`src/rtl/ws2822_program_sequencer_pkg.sv`:
```
// Shared types and constants for the WS2822 address-programming sequencer.
// FSM states, DMX frame geometry, address limit and programming-frame byte builder.
package ws2822_prog_pkg;

   typedef enum logic [3:0] {
      ST_IDLE     = 4'd0,
      ST_PWR_ON   = 4'd1,
      ST_DATA_LOW = 4'd2,
      ST_BREAK    = 4'd3,
      ST_MAB      = 4'd4,
      ST_TX       = 4'd5,
      ST_HOLD     = 4'd6,
      ST_PWR_OFF  = 4'd7,
      ST_PWR_ON2  = 4'd8,
      ST_DONE     = 4'd9
   } state_e;

   localparam logic [7:0]  PKG_START_CODE = 8'hA0;
   localparam int unsigned FRAME_BYTES    = 3;
   localparam int unsigned BITS_PER_BYTE  = 11;
   localparam int unsigned ADDR_MAX       = 512;

   // A zero-length phase still lasts one cycle: timers count N-1 down to 0.
   function automatic int unsigned load_val(input int unsigned n);
      return (n == 0) ? 0 : n - 1;
   endfunction

   // Byte 2 carries the inverted upper address bits in its low nibble.
   function automatic logic [7:0] frame_byte(input logic [1:0]  idx,
                                             input logic [11:0] addr,
                                             input logic [7:0]  start_code);
      case (idx)
         2'd0:    return start_code;
         2'd1:    return addr[7:0];
         default: return {4'hF, ~addr[11:8]};
      endcase
   endfunction

endpackage

```
`src/rtl/ws2822_program_sequencer_if.sv`:
```
// Host/fixture signal bundle for the WS2822 programming sequencer.
// master = host register block side, slave = sequencer side.
interface ws2822_program_sequencer_if;
   logic [15:0] address;
   logic        program_strobe;
   logic        busy;
   logic        done;
   logic        error;
   logic        power_en;
   logic        data_pin;
   logic        address_pin;

   modport master (
      output address, program_strobe,
      input  busy, done, error, power_en, data_pin, address_pin
   );

   modport slave (
      input  address, program_strobe,
      output busy, done, error, power_en, data_pin, address_pin
   );
endinterface

```
`src/rtl/ws2822_program_sequencer_dmx_byte_tx.sv`:
```
// DMX byte serializer: start bit, 8 data bits LSB first, two stop bits.
// ready also rises in the final cycle of the last stop bit so bytes chain gap-free.
module dmx_byte_tx
   import ws2822_prog_pkg::*;
#(
   parameter int unsigned BIT_CYCLES = 48
) (
   input  logic       clk,
   input  logic       rst_n,
   input  logic       start,
   input  logic [7:0] data,
   output logic       tx,
   output logic       ready
);

   localparam logic [15:0] BIT_LD   = 16'(load_val(BIT_CYCLES));
   localparam logic [3:0]  LAST_BIT = 4'(BITS_PER_BYTE - 1);

   logic        r_busy;
   logic [10:0] r_shift;
   logic [15:0] r_cyc;
   logic [3:0]  r_bit;
   logic        w_last;

   assign w_last = r_busy && (r_cyc == 16'd0) && (r_bit == LAST_BIT);
   assign ready  = !r_busy || w_last;
   assign tx     = r_busy ? r_shift[0] : 1'b1;

   always_ff @(posedge clk or negedge rst_n) begin
      if (!rst_n) begin
         r_busy  <= 1'b0;
         r_shift <= '1;
         r_cyc   <= '0;
         r_bit   <= '0;
      end else if (start && ready) begin
         r_busy  <= 1'b1;
         r_shift <= {2'b11, data, 1'b0};
         r_cyc   <= BIT_LD;
         r_bit   <= '0;
      end else if (r_busy) begin
         if (r_cyc != 16'd0) begin
            r_cyc <= r_cyc - 16'd1;
         end else if (w_last) begin
            r_busy <= 1'b0;
         end else begin
            r_shift <= {1'b1, r_shift[10:1]};
            r_bit   <= r_bit + 4'd1;
            r_cyc   <= BIT_LD;
         end
      end
   end

endmodule

```
`src/rtl/ws2822_program_sequencer.sv`:
```
// WS2822 address-programming sequencer: power on, data low, DMX frame, hold, power cycle.
// Optional macro WS2822_PROG_REPEAT_EN repeats BREAK/MAB/frame FRAME_REPEATS times.
module ws2822_program_sequencer
   import ws2822_prog_pkg::*;
#(
   parameter int unsigned BIT_CYCLES      = 48,
   parameter int unsigned BREAK_CYCLES    = 2112,
   parameter int unsigned MAB_CYCLES      = 144,
   parameter int unsigned SETTLE_CYCLES   = 1200000,
   parameter int unsigned DATA_LOW_CYCLES = 120000,
   parameter int unsigned HOLD_CYCLES     = 600000,
   parameter int unsigned OFF_CYCLES      = 1200000,
`ifdef WS2822_PROG_REPEAT_EN
   parameter int unsigned FRAME_REPEATS   = 3,
`endif
   parameter logic [7:0]  START_CODE      = PKG_START_CODE,
   parameter int unsigned CNT_W           = 24
) (
   input logic                       clk,
   input logic                       rst_n,
   ws2822_program_sequencer_if.slave bus
);

   localparam logic [3:0] S_IDLE     = 4'(ST_IDLE);
   localparam logic [3:0] S_PWR_ON   = 4'(ST_PWR_ON);
   localparam logic [3:0] S_DATA_LOW = 4'(ST_DATA_LOW);
   localparam logic [3:0] S_BREAK    = 4'(ST_BREAK);
   localparam logic [3:0] S_MAB      = 4'(ST_MAB);
   localparam logic [3:0] S_TX       = 4'(ST_TX);
   localparam logic [3:0] S_HOLD     = 4'(ST_HOLD);
   localparam logic [3:0] S_PWR_OFF  = 4'(ST_PWR_OFF);
   localparam logic [3:0] S_PWR_ON2  = 4'(ST_PWR_ON2);
   localparam logic [3:0] S_DONE     = 4'(ST_DONE);

   localparam logic [CNT_W-1:0] T_SETTLE = CNT_W'(load_val(SETTLE_CYCLES));
   localparam logic [CNT_W-1:0] T_DLOW   = CNT_W'(load_val(DATA_LOW_CYCLES));
   localparam logic [CNT_W-1:0] T_BREAK  = CNT_W'(load_val(BREAK_CYCLES));
   localparam logic [CNT_W-1:0] T_MAB    = CNT_W'(load_val(MAB_CYCLES));
   localparam logic [CNT_W-1:0] T_HOLD   = CNT_W'(load_val(HOLD_CYCLES));
   localparam logic [CNT_W-1:0] T_OFF    = CNT_W'(load_val(OFF_CYCLES));
   localparam logic [1:0]       N_BYTES  = 2'(FRAME_BYTES);

   logic [3:0]       r_state;
   logic [CNT_W-1:0] r_timer;
   logic [1:0]       r_byte_idx;
   logic [11:0]      r_addr;
   logic             r_error;
   logic             r_pwr_keep;

   logic             w_tmo;
   logic             w_addr_ok;
   logic             w_ready;
   logic             w_tx;
   logic             w_tx_start;
   logic             w_tx_done;
   logic             w_last_frame;
   logic [7:0]       w_byte;

`ifdef WS2822_PROG_REPEAT_EN
   localparam logic [7:0] LAST_REP = 8'(load_val(FRAME_REPEATS));
   logic [7:0] r_rep;
   assign w_last_frame = (r_rep == LAST_REP);
`else
   assign w_last_frame = 1'b1;
`endif

   assign w_tmo     = (r_timer == '0);
   assign w_addr_ok = (bus.address != 16'd0) && (bus.address <= 16'(ADDR_MAX));
   assign w_byte    = frame_byte(r_byte_idx, r_addr, START_CODE);

   // First byte is launched in the last MAB cycle so TX opens directly on the start bit.
   assign w_tx_start = w_ready && (r_byte_idx != N_BYTES) &&
                       (((r_state == S_MAB) && w_tmo) || (r_state == S_TX));
   assign w_tx_done  = (r_state == S_TX) && (r_byte_idx == N_BYTES) && w_ready;

   dmx_byte_tx #(
      .BIT_CYCLES (BIT_CYCLES)
   ) u_tx (
      .clk   (clk),
      .rst_n (rst_n),
      .start (w_tx_start),
      .data  (w_byte),
      .tx    (w_tx),
      .ready (w_ready)
   );

   always_ff @(posedge clk or negedge rst_n) begin
      if (!rst_n) begin
         r_state    <= S_IDLE;
         r_timer    <= '0;
         r_byte_idx <= '0;
         r_addr     <= '0;
         r_error    <= 1'b0;
         r_pwr_keep <= 1'b0;
`ifdef WS2822_PROG_REPEAT_EN
         r_rep      <= '0;
`endif
      end else begin
         r_error <= 1'b0;
         if (!w_tmo)
            r_timer <= r_timer - 1'b1;
         if (w_tx_start)
            r_byte_idx <= r_byte_idx + 2'd1;
         case (r_state)
            S_IDLE:
               if (bus.program_strobe) begin
                  if (w_addr_ok) begin
                     r_state <= S_PWR_ON;
                     r_timer <= T_SETTLE;
                     r_addr  <= bus.address[11:0];
`ifdef WS2822_PROG_REPEAT_EN
                     r_rep   <= '0;
`endif
                  end else begin
                     r_error <= 1'b1;
                  end
               end
            S_PWR_ON:
               if (w_tmo) begin
                  r_state <= S_DATA_LOW;
                  r_timer <= T_DLOW;
               end
            S_DATA_LOW:
               if (w_tmo) begin
                  r_state    <= S_BREAK;
                  r_timer    <= T_BREAK;
                  r_byte_idx <= '0;
               end
            S_BREAK:
               if (w_tmo) begin
                  r_state <= S_MAB;
                  r_timer <= T_MAB;
               end
            S_MAB:
               if (w_tmo)
                  r_state <= S_TX;
            S_TX:
               if (w_tx_done) begin
                  if (w_last_frame) begin
                     r_state <= S_HOLD;
                     r_timer <= T_HOLD;
                  end else begin
                     r_state    <= S_BREAK;
                     r_timer    <= T_BREAK;
                     r_byte_idx <= '0;
`ifdef WS2822_PROG_REPEAT_EN
                     r_rep      <= r_rep + 8'd1;
`endif
                  end
               end
            S_HOLD:
               if (w_tmo) begin
                  r_state <= S_PWR_OFF;
                  r_timer <= T_OFF;
               end
            S_PWR_OFF:
               if (w_tmo) begin
                  r_state <= S_PWR_ON2;
                  r_timer <= T_SETTLE;
               end
            S_PWR_ON2:
               if (w_tmo)
                  r_state <= S_DONE;
            S_DONE: begin
               r_state    <= S_IDLE;
               r_pwr_keep <= 1'b1;
            end
            default: r_state <= S_IDLE;
         endcase
      end
   end

   // Pin levels are decoded from state so an async reset drops them at once.
   always_comb begin
      bus.power_en    = 1'b0;
      bus.data_pin    = 1'b0;
      bus.address_pin = 1'b0;
      case (r_state)
         S_IDLE:     bus.power_en = r_pwr_keep;
         S_PWR_ON:   bus.power_en = 1'b1;
         S_DATA_LOW: begin bus.power_en = 1'b1; bus.address_pin = 1'b1; end
         S_BREAK:    begin bus.power_en = 1'b1; bus.address_pin = 1'b1; end
         S_MAB:      begin bus.power_en = 1'b1; bus.address_pin = 1'b1; bus.data_pin = 1'b1; end
         S_TX:       begin bus.power_en = 1'b1; bus.address_pin = 1'b1; bus.data_pin = w_tx; end
         S_HOLD:     begin bus.power_en = 1'b1; bus.address_pin = 1'b1; bus.data_pin = 1'b1; end
         S_PWR_ON2:  bus.power_en = 1'b1;
         S_DONE:     bus.power_en = 1'b1;
         default:    bus.power_en = 1'b0;
      endcase
   end

   assign bus.busy  = (r_state != S_IDLE) && (r_state != S_DONE);
   assign bus.done  = (r_state == S_DONE);
   assign bus.error = r_error;

endmodule

```
`src/flat_wrapper.sv`:
```
// flat-port wrapper written by rule: the top's interface ports become plain ports
module ws2822_program_sequencer_flat import ws2822_prog_pkg::*;
#(
   parameter int unsigned BIT_CYCLES      = 48,
   parameter int unsigned BREAK_CYCLES    = 2112,
   parameter int unsigned MAB_CYCLES      = 144,
   parameter int unsigned SETTLE_CYCLES   = 1200000,
   parameter int unsigned DATA_LOW_CYCLES = 120000,
   parameter int unsigned HOLD_CYCLES     = 600000,
   parameter int unsigned OFF_CYCLES      = 1200000,

   parameter logic [7:0]  START_CODE      = PKG_START_CODE,
   parameter int unsigned CNT_W           = 24
)
  (clk, rst_n, bus_address, bus_program_strobe, bus_busy, bus_done, bus_error, bus_power_en, bus_data_pin, bus_address_pin);
  ws2822_program_sequencer_if bus_i ();
  input logic clk;
  input logic rst_n;
  input wire logic [$bits(bus_i.address)-1:0] bus_address;
  input wire logic [$bits(bus_i.program_strobe)-1:0] bus_program_strobe;
  output wire logic [$bits(bus_i.busy)-1:0] bus_busy;
  output wire logic [$bits(bus_i.done)-1:0] bus_done;
  output wire logic [$bits(bus_i.error)-1:0] bus_error;
  output wire logic [$bits(bus_i.power_en)-1:0] bus_power_en;
  output wire logic [$bits(bus_i.data_pin)-1:0] bus_data_pin;
  output wire logic [$bits(bus_i.address_pin)-1:0] bus_address_pin;
  assign bus_i.address = bus_address;
  assign bus_i.program_strobe = bus_program_strobe;
  assign bus_busy = bus_i.busy;
  assign bus_done = bus_i.done;
  assign bus_error = bus_i.error;
  assign bus_power_en = bus_i.power_en;
  assign bus_data_pin = bus_i.data_pin;
  assign bus_address_pin = bus_i.address_pin;
  ws2822_program_sequencer #(.BIT_CYCLES(BIT_CYCLES), .BREAK_CYCLES(BREAK_CYCLES), .MAB_CYCLES(MAB_CYCLES), .SETTLE_CYCLES(SETTLE_CYCLES), .DATA_LOW_CYCLES(DATA_LOW_CYCLES), .HOLD_CYCLES(HOLD_CYCLES), .OFF_CYCLES(OFF_CYCLES), .START_CODE(START_CODE), .CNT_W(CNT_W)) u_core (.clk(clk), .rst_n(rst_n), .bus(bus_i));
endmodule
```
`config.mk`:
```
export PLATFORM = sky130hd
export DESIGN_NAME = ws2822_program_sequencer_flat
export DESIGN_NICKNAME = d
export VERILOG_FILES = /design/src/rtl/ws2822_program_sequencer_pkg.sv /design/src/rtl/ws2822_program_sequencer_if.sv /design/src/rtl/ws2822_program_sequencer_dmx_byte_tx.sv /design/src/rtl/ws2822_program_sequencer.sv /design/src/flat_wrapper.sv
export SDC_FILE = /design/constraint.sdc
export NUM_CORES = 1
export LEC_CHECK = 0
export ABC_AREA = 1
export CORE_ASPECT_RATIO = 0.7
export CORE_UTILIZATION = 60
export CTS_BUF_LIST = sky130_fd_sc_hd__clkbuf_4 sky130_fd_sc_hd__clkbuf_8
export DETAILED_ROUTE_END_ITERATION = 10
export PLACE_DENSITY = 0.9
export SYNTH_ARGS = -nofsm -noshare
export SYNTH_HDL_FRONTEND = slang
export SYNTH_HIERARCHICAL = 1
export SYNTH_SLANG_ARGS = --single-unit
```
`constraint.sdc`:
```
create_clock -name clk -period 6.5 [get_ports clk]
set_input_delay 1.3 -clock clk [delete_from_list [all_inputs] [get_ports clk]]
set_output_delay 1.3 -clock clk [all_outputs]
set_load 0.01 [all_outputs]
```
==> results of run 1 <==
[cell type report]
type	count	area (µm²)	area share
Tap cell	98	123	0.0232
Inverter	87	327	0.0617
Multi-Input combinational cell	513	2510	0.475
Sequential cell	74	1860	0.352
Clock inverter	6	93.8	0.0177
Clock buffer	10	138	0.0260
Timing Repair Buffer	24	238	0.0449
[worst max path at each step]
stage,from,endpoint,slack [ns]
floorplan,u_core/r_state[2]$_DFFE_PN0P_,bus_address_pin,4.08
global placement,bus_address[5],u_core/r_timer[10]$_DFF_PN0_,3.41
detailed placement,bus_address[5],u_core/r_timer[10]$_DFF_PN0_,3.30
CTS,u_core/r_state[2]$_DFFE_PN0P_,bus_address_pin,2.98
global route,u_core/r_state[2]$_DFFE_PN0P_,bus_address_pin,2.83
finish,u_core/r_state[2]$_DFFE_PN0P_,bus_address_pin,2.95
[registers in the layout (all words and copies together), names as in the netlist]
signal	count
u_core/bus.error	1
u_core/r_addr	12
u_core/r_byte_idx	2
u_core/r_pwr_keep	1
u_core/r_state	4
u_core/r_timer	24
u_core/u_tx/r_bit	4
u_core/u_tx/r_busy	1
u_core/u_tx/r_cyc	16
u_core/u_tx/r_shift	9
[through the flow]
stage | hold slack [ns] | setup slack, ns | std cells | cell area [µm²] | utilization
2_1_floorplan | 0.431 | 4.08 | 686 | 4780 | -
3_3_place_gp | 0.452 | 3.41 | 796 | 5060 | 0.674
3_5_place_dp | 0.460 | 3.30 | 796 | 5060 | 0.674
4_1_cts | 0.474 | 2.98 | 812 | 5300 | 0.705
5_1_grt | 0.492 | 2.83 | 812 | 5300 | 0.705
6_report | 0.471 | 2.95 | 812 | 5300 | 0.705
[tightest hold or removal path, cell delays in order, from the launching register on]
cell	delay, ns
dfstp_2	0.37
nand2_1	0.06
nand2_1	0.05
[placed cells by master, fill, tap and decap left out, types with 2 or more instances in the layout]
master	synthesis	final
xor2_1	18	18
nand3_1	53	53
clkdlybuf4s50_1	0	23
o21ai_0	41	41
o211ai_1	4	4
inv_2	4	4
nor2_1	108	108
nand2_2	8	8
nor2_2	8	8
xnor2_1	8	8
dfstp_2	9	9
nand2_1	192	192
nand4_1	15	15
or2_2	4	4
bufinv_16	0	2
ha_1	10	10
a21oi_1	11	11
nor3_1	3	3
clkbuf_8	0	10
o21ai_1	4	4
dfrtp_1	65	65
nand3b_1	5	5
inv_6	0	3
nand3_2	3	3
o22ai_1	6	6
nor2_4	2	2
inv_1	83	83
nor3b_1	2	2
[logic make-up after synthesis]
logic type | count (synthesis) | share of synthesized area
and+or+nand+nor | 406 | 0.370
buffers and inverters | 99 | 0.0836
DFF | 74 | 0.390
AOI/OAI and AO/OA | 71 | 0.0822
xor gates and xnor gates | 26 | 0.0477
adders and majority gates | 10 | 0.0262
[power groups by stage]
stage | Sequential, mW | Combinational, mW | Clock (mW)
after floorplan | 0.667 | 0.724 | 0
after global routing | 0.702 | 1.10 | 0.448
after detailed placement | 0.692 | 0.953 | 0
final | 0.689 | 0.985 | 0.420
after global placement | 0.684 | 0.916 | 0
after CTS | 0.685 | 0.967 | 0.427
[routing by layer]
layer	routed length, µm	vias up	GRT usage	part of all wire
met5	0	-	0	0
met4	193	0	0.103	0.016
met1	5190	2113	0.416	0.44
met3	983	30	0.0672	0.084
met2	5350	221	0.476	0.46
li1	-	2209	-	-
==> out/metrics.cfg, run 1 <==
[setup_path]
crit_cells=6
cp_slowest_cell=clkdlybuf4s50_1
crit_path_end_kind=primary output
crit_arrival_ns=2.25
cpPeakStageDelay_ns=0.55
crit-reg2reg-capture=u_core/u_tx/r_shift[2]$_DFFE_PN1P_
r2r-start=u_core/r_timer[12]$_DFF_PN0_
path_buf_inv=3
rr_worst_depth=13
path_max_fanout=8
ff2ff_setup_slack_ns=3.23
cp-start-kind=register
cp_cell_sequence=nor2_1 > inv_1 > nor2_1 > inv_1 > nand3_1 > clkdlybuf4s50_1
cp.required_ns=5.20
cpLargestDelayFamily=buffers and inverters
path_class=reg2out

[yosys]
yosysUniqueCellTypes=36
synth-edff-count=0
synth_warnings=6
ys_top_cells_by_count=nand2_1, nor2_1, inv_1
ys_ff_latch=74
postSynthAreaPerCell_um2=6.96
syn_area_mm2=0.00478
synth-async-reset-ratio=1.00
synth_ff_type=dfrtp_1
synth_area_leader_cell=dfrtp_1
synthCells=686
syn-num-nets=715
synth.yosys.seq_area_share=0.390
synth.top_cell.area_share=0.340
synth_area_leaders=dfrtp_1, nand2_1, nor2_1
yosysMostFrequentCell=nand2_1

[final_layout]
drive_gt1_frac=0.0854
antenna_cells=0
syn_to_final_growth_pct=10.9
nets=738
fill_cells=597

[pwr]
power_frac_clock=0.201
power.density_mw_per_mm2=395
intPower_mw=1.14
netSwitchingPower_mw=0.953
p_total_mw=2.09
peakVddDrop_uv=269
switching_share=0.455
seqPwrFrac=0.329
p_leak_nw=2.70
power_frac_comb=0.470

[timing]
rsz0062_at_grt=no
fmax_mhz=282
setup_tns_ns=0
tightest_slew_ns=0.912
fin_skew_ns=0.0172
relSlewSlack=0.392
fin_crit_sh=0.546
slew_viol_final=0
finalCriticalPeriod_ns=3.55
hold_violations=0
setup_viol=0

[route]
routed_wl_um=11700
drt-pass1-iter-count=6
vias=4573
wire_per_inst_um=14.4
drc=0
vias_per_cell=5.63
ant_nets=0
drt_iter0_drc=417

[global_routing]
antenna_found_initial=0
overflow=0
grt_pass1_wl_um=19700
grt_max_degree=75
grtUsageTotal=0.304
grt_pass1_vias=4341

[hold_path]
hold_start=u_core/u_tx/r_shift[0]$_DFFE_PN1P_
hold_path.class=reg2reg
whs_path_depth=2
holdPathEnd=u_core/u_tx/r_shift[0]$_DFFE_PN1P_

[cts]
path_clk_slew_ns=0.09
cts-resized-gates=0
clock_latency_ns=0.36
hold_buffers=0
cts-root-buf=clkbuf_8
post_cts_buffers=0
cts_sinks=74
clock_path_buffers=2
cts_buffers=9
tritoncts=built
cts_max_level=3

[die]
initial_core_util=0.636
die_width_um=109
ioPinCount=25
num_rows=26
fp.dieH_um=76.7
coreArea_mm2=0.00751
dieArea_mm2=0.00833

[flow_run]
maxCapViolCount=0

[outcome]
status=finished, final reports clean

[place]
gp_congestion=0.977
dpl.hpwl_um=8470
port_buffers=24

Note: power is estimated with default switching activity, not from simulation.
==> inputs of run 2 (changes only) <==
==> constraint.sdc (replaced) <==
create_clock -name clk -period 3.71 [get_ports clk]
set_input_delay 0.742 -clock clk [delete_from_list [all_inputs] [get_ports clk]]
set_output_delay 0.742 -clock clk [all_outputs]
set_load 0.01 [all_outputs]
==> run 2 against run 1 <==
Net effect:
- routed wire length is 2.1% higher
- global-route usage rose by 1.2 points
- clock power up 82%
- clock skew is 0.0067 ns lower
==> out/metrics.cfg, run 2 (synthesis gave the netlist of run 1 again) <==
[hold_path]
hold_start=u_core/u_tx/r_shift[4]$_DFFE_PN1P_
hold_path.class=reg2reg

[global_routing]
overflow=0
grt_pass1_wl_um=20400
grt_max_degree=75
antenna_found_initial=0
grt_pass1_vias=4454
grtUsageTotal=0.316

[setup_path]
startpoint=u_core/r_timer[12]$_DFF_PN0_
cpPeakStageDelay_ns=0.41
r2r-start=u_core/r_timer[12]$_DFF_PN0_
cp.required_ns=4.01
cp-start-kind=register
path_class=reg2reg
path_max_fanout=16
crit_path_end_kind=register
crit_arrival_ns=3.44
cp_cell_sequence=nor2_1 > nand2_1 > nor2_1 > nand3_2 > o21bai_1 > nand3_1 > inv_1 > inv_1 > nand2_2 > nand2_2 > inv_1 > nand2_1 > nand2_1
cp_slowest_cell=dfrtp_1
ff2ff_setup_slack_ns=0.57

[route]
wl_met1_um=5150
met3_length_um=1070
drt-pass1-iter-count=5
dr_wl_met2_um=5470
ant_nets=0
wire_per_inst_um=14.7
vias=4566
routed_wl_um=12000
drt_iter0_drc=375
vias_per_cell=5.62
drc=0
top_layer_used=met4

[cts]
cts_buffers=9
clock_path_buffers=2
path_clk_slew_ns=0.08
cts-root-buf=clkbuf_8
cts_sinks=74
post_cts_buffers=0
tritoncts=built
clock_latency_ns=0.35
hold_buffers=0
cts_max_level=3
cts-resized-gates=0

[timing]
setup_viol=0
rsz0062_at_grt=no
slew_viol_final=0
finalCriticalPeriod_ns=3.14
setup_tns_ns=0
fin_skew_ns=0.0106
relSlewSlack=0.381
tightest_slew_ns=0.929
fin_crit_sh=0.847
fmax_mhz=318
hold_violations=0

[pwr]
p_total_mw=3.71
power_frac_clock=0.206
power.density_mw_per_mm2=699
seqPwrFrac=0.326
intPower_mw=2.06
power_frac_comb=0.468
switching_share=0.444
p_leak_nw=2.71
peakVddDrop_uv=526
netSwitchingPower_mw=1.65

[final_layout]
largest-register=u_core/r_timer
layout_commonest_cell=nand2_1
largest_register_ffs=24
syn_to_final_growth_pct=11.1
fill_cells=574
final_util=0.706
drive_gt1_frac=0.0854
antenna_cells=0
reg_top3=u_core/r_timer x24, u_core/u_tx/r_cyc x16, u_core/r_addr x12
most-common-layout-cells=nand2_1, nor2_1, inv_1
nets=738

[die]
die_width_um=109
initial_core_util=0.636
ioPinCount=25
fp.dieH_um=76.7
num_rows=26
coreArea_mm2=0.00751
dieArea_mm2=0.00833

[flow_run]
maxCapViolCount=0

[place]
gp_congestion=0.959
dpl.hpwl_um=8530
port_buffers=24

[outcome]
status=finished, final reports clean

## run 2: changes by cell type in the layout (fill, tap and decap cells not counted)
| cell | change |
|---|---|
| inv_6 | -3 |
| clkbuf_4 | +2 |
| bufinv_16 | +1 |
| clkbuf_8 | -1 |
| clkinv_2 | +1 |
| clkinv_4 | +1 |
| clkinvlp_4 | -1 |
## run 2: layout make-up
class | count | area, µm² | share of cell area
Multi-Input combinational cell | 513 | 2510 | 0.474
Tap cell | 98 | 123 | 0.0231
Clock buffer | 11 | 139 | 0.0262
Sequential cell | 74 | 1860 | 0.351
Inverter | 87 | 327 | 0.0615
Clock inverter | 5 | 104 | 0.0196
Timing Repair Buffer | 24 | 238 | 0.0448
## run 2: routing by layer
layer  vias to the layer above  GRT usage
met1                      2076      0.425
met4                         0      0.131
met2                       238      0.487
met3                        32     0.0774
li1                       2220          -
met5                         -          0
## run 2: metrics by stage
step	setup WS (ns)	cell area (µm²)	hold WS, ns	instances
finish	0.568	5310	0.471	812
global route	0.291	5310	0.486	812
CTS	0.679	5310	0.474	812
detailed placement	0.730	5060	0.456	796
global placement	0.897	5060	0.448	796
floorplan	1.53	4780	0.431	686
## run 2: final timing paths
check                                                     end  cells after the start
setup / recovery           u_core/u_tx/r_shift[5]$_DFFE_PN1P_                     13
hold / removal             u_core/u_tx/r_shift[4]$_DFFE_PN1P_                      2
setup reg to reg           u_core/u_tx/r_shift[5]$_DFFE_PN1P_                     13
hold reg to reg            u_core/u_tx/r_shift[4]$_DFFE_PN1P_                      2
max in group asynchronous         u_core/r_timer[2]$_DFF_PN0_                      1
min in group asynchronous    u_core/u_tx/r_cyc[6]$_DFFE_PN0P_                      1
## run 2: power by group through the flow
stage               logic (mW)  clock network (mW)  registers (mW)
floorplan                 1.27                   0            1.17
global placement          1.60                   0            1.20
detailed placement        1.66                   0            1.21
CTS                       1.70               0.774            1.20
global route              1.95               0.815            1.23
finish                    1.74               0.764            1.21
## run 2: critical path, delay by kind of cell (launching register included)
family          cells  cell delay [ns]
simple gates        9             1.77
buf+inv             3             0.58
flops               1             0.41
compound gates      1             0.32
==> inputs of run 3 (changes only) <==
==> constraint.sdc (replaced) <==
create_clock -name clk -period 3.2 [get_ports clk]
set_input_delay 0.64 -clock clk [delete_from_list [all_inputs] [get_ports clk]]
set_output_delay 0.64 -clock clk [all_outputs]
set_load 0.01 [all_outputs]
==> run 3 against run 2 <==
Net effect:
- global-route usage decreased by 1.4 points
- sequential power increased by 16%
- total power increased by 18%
- sequential share of layout area decreased by 0.25 points
- final cell count increased by 0.12%
- clock power increased by 28%
- worst hold slack got worse by 0.080 ns
- non-clock buffer count increased by 1
- utilization increased by 0.52 points
- fmax increased by 8.7%
- highest routed layer unchanged
==> out/metrics.cfg, run 3 (synthesis gave the netlist of run 1 again) <==
[timing]
fin_skew_ns=0.0132
setup_viol=0
tightest_slew_ns=0.923
slew_viol_final=0
fin_ws_ns=0.311
rsz0062_at_grt=no
finalCriticalPeriod_ns=2.89
fin_crit_sh=0.903
relSlewSlack=0.385
hold_violations=0
fmax_mhz=346
setup_tns_ns=0

[setup_path]
cpPeakStageDelay_ns=0.40
startpoint=u_core/u_tx/r_cyc[0]$_DFFE_PN0P_
cp-start-kind=register
cp_slowest_cell=dfrtp_1
r2r-start=u_core/u_tx/r_cyc[0]$_DFFE_PN0P_
rr_worst_depth=16
cp.required_ns=3.50
cp_common_cell=inv_1
path_class=reg2reg
crit_path_end_kind=register
crit-reg2reg-capture=u_core/u_tx/r_shift[6]$_DFFE_PN1P_
path_max_fanout=16
ff2ff_setup_slack_ns=0.31
crit_arrival_ns=3.19
crit_end=u_core/u_tx/r_shift[6]$_DFFE_PN1P_
cp_cell_sequence=inv_1 > ha_1 > inv_1 > nor2_1 > nand2_1 > nor2_1 > nand3_1 > nand2_2 > nand3_1 > inv_1 > inv_1 > nand2_4 > nand2_2 > inv_1 > nand2_1 > nand2_1

[cts]
clock_path_buffers=2
cts-resized-gates=0
post_cts_buffers=0
cts_buffers=9
cts_max_level=3
path_clk_slew_ns=0.08
cts-root-buf=clkbuf_8
clock_latency_ns=0.36
tritoncts=built
cts_sinks=74
hold_buffers=0

[place]
post-place-ws_ns=0.320
dpl.hpwl_um=8380
gp_congestion=0.956
dpl_cell_area_mm2=0.00507
place_inst=797
port_buffers=24

[die]
coreArea_mm2=0.00751
num_rows=26
fp.dieH_um=76.7
initial_core_util=0.636
dieArea_mm2=0.00833
ioPinCount=25
die_width_um=109

[final_layout]
syn_to_final_growth_pct=11.9
drive_gt1_frac=0.0867
fill_cells=577
reg_top3=u_core/r_timer x24, u_core/u_tx/r_cyc x16, u_core/r_addr x12
nets=739
antenna_cells=0
layout_commonest_cell=nand2_1
most-common-layout-cells=nand2_1, nor2_1, inv_1
final_util=0.711
largest-register=u_core/r_timer
final_cells=813
design_area_mm2=0.00535
largest_register_ffs=24

[global_routing]
grt_pass1_wl_um=19700
antenna_found_initial=0
overflow=0
grt_max_degree=75
grtUsageTotal=0.302
grt_pass1_vias=4208

[flow_run]
maxCapViolCount=0

[pwr]
p_leak_nw=2.73
peakVddDrop_uv=754
power.density_mw_per_mm2=817

[route]
drc=0
ant_nets=0
drt_iter0_drc=359
routed_wl_um=11400
wire_per_inst_um=14.0
vias=4659
drt-pass1-iter-count=5
vias_per_cell=5.73

[outcome]
status=finished, final reports clean

[hold_path]
hold_path.class=in2async

run 3: changes by cell type in the layout (fill, tap and decap cells not counted), sizes merged:
cell and change:
buf +1, clkbuf -1, inv +1, bufinv +1, clkinv -1
run 3: metrics by stage:
step	power, mW	hold WS (ns)
after floorplan	2.83	0.344
after global placement	3.25	0.447
after detailed placement	3.33	0.455
after CTS	4.32	0.456
after global routing	4.70	0.484
final	4.37	0.392
run 3: layer usage:
metal / up-vias / part of all wire / wire length, µm / track usage
met5: - / 0 / 0 / 0
met4: 0 / 0.023 / 261 / 0.107
met3: 33 / 0.098 / 1120 / 0.0578
met2: 272 / 0.43 / 4880 / 0.437
met1: 2131 / 0.45 / 5130 / 0.450
li1: 2223 / - / - / -
run 3: worst max-delay path, delay by kind of cell (launching register included):
kind | cells | cell delay, ns
simple gates | 10 | 1.48
buf+inv | 5 | 0.75
flops | 1 | 0.40
fa+ha+maj | 1 | 0.19
run 3: where the power goes:
| group | switching [mW] | internal (mW) |
|---|---|---|
| combinational | 1.31 | 0.671 |
| sequential | 0.218 | 1.18 |
| clock | 0.371 | 0.610 |
| total | 1.90 | 2.46 |
run 3: cell type report:
| type | instances | area [µm²] | share of cell area |
|---|---|---|---|
| timing repair buffer | 25 | 245 | 0.0459 |
| multi-input combinational | 513 | 2520 | 0.471 |
| clock inverter | 6 | 138 | 0.0257 |
| sequential | 74 | 1860 | 0.348 |
| clock buffer | 10 | 131 | 0.0246 |
| inverter | 87 | 327 | 0.0611 |
| tap | 98 | 123 | 0.0229 |
run 3: worst min path at each step:
stage                                       start                          endpoint  slack, ns  depth (start not counted)
floorplan                                   rst_n        u_core/bus.error$_DFF_PN0_       0.34                          0
global placement    u_core/r_addr[11]$_DFFE_PN0P_     u_core/r_addr[11]$_DFFE_PN0P_       0.45                          2
detailed placement  u_core/r_addr[11]$_DFFE_PN0P_     u_core/r_addr[11]$_DFFE_PN0P_       0.45                          2
CTS                                         rst_n  u_core/u_tx/r_cyc[8]$_DFFE_PN0P_       0.46                          1
global route                                rst_n  u_core/u_tx/r_cyc[7]$_DFFE_PN0P_       0.48                          1
finish                                      rst_n  u_core/u_tx/r_cyc[8]$_DFFE_PN0P_       0.39                          1
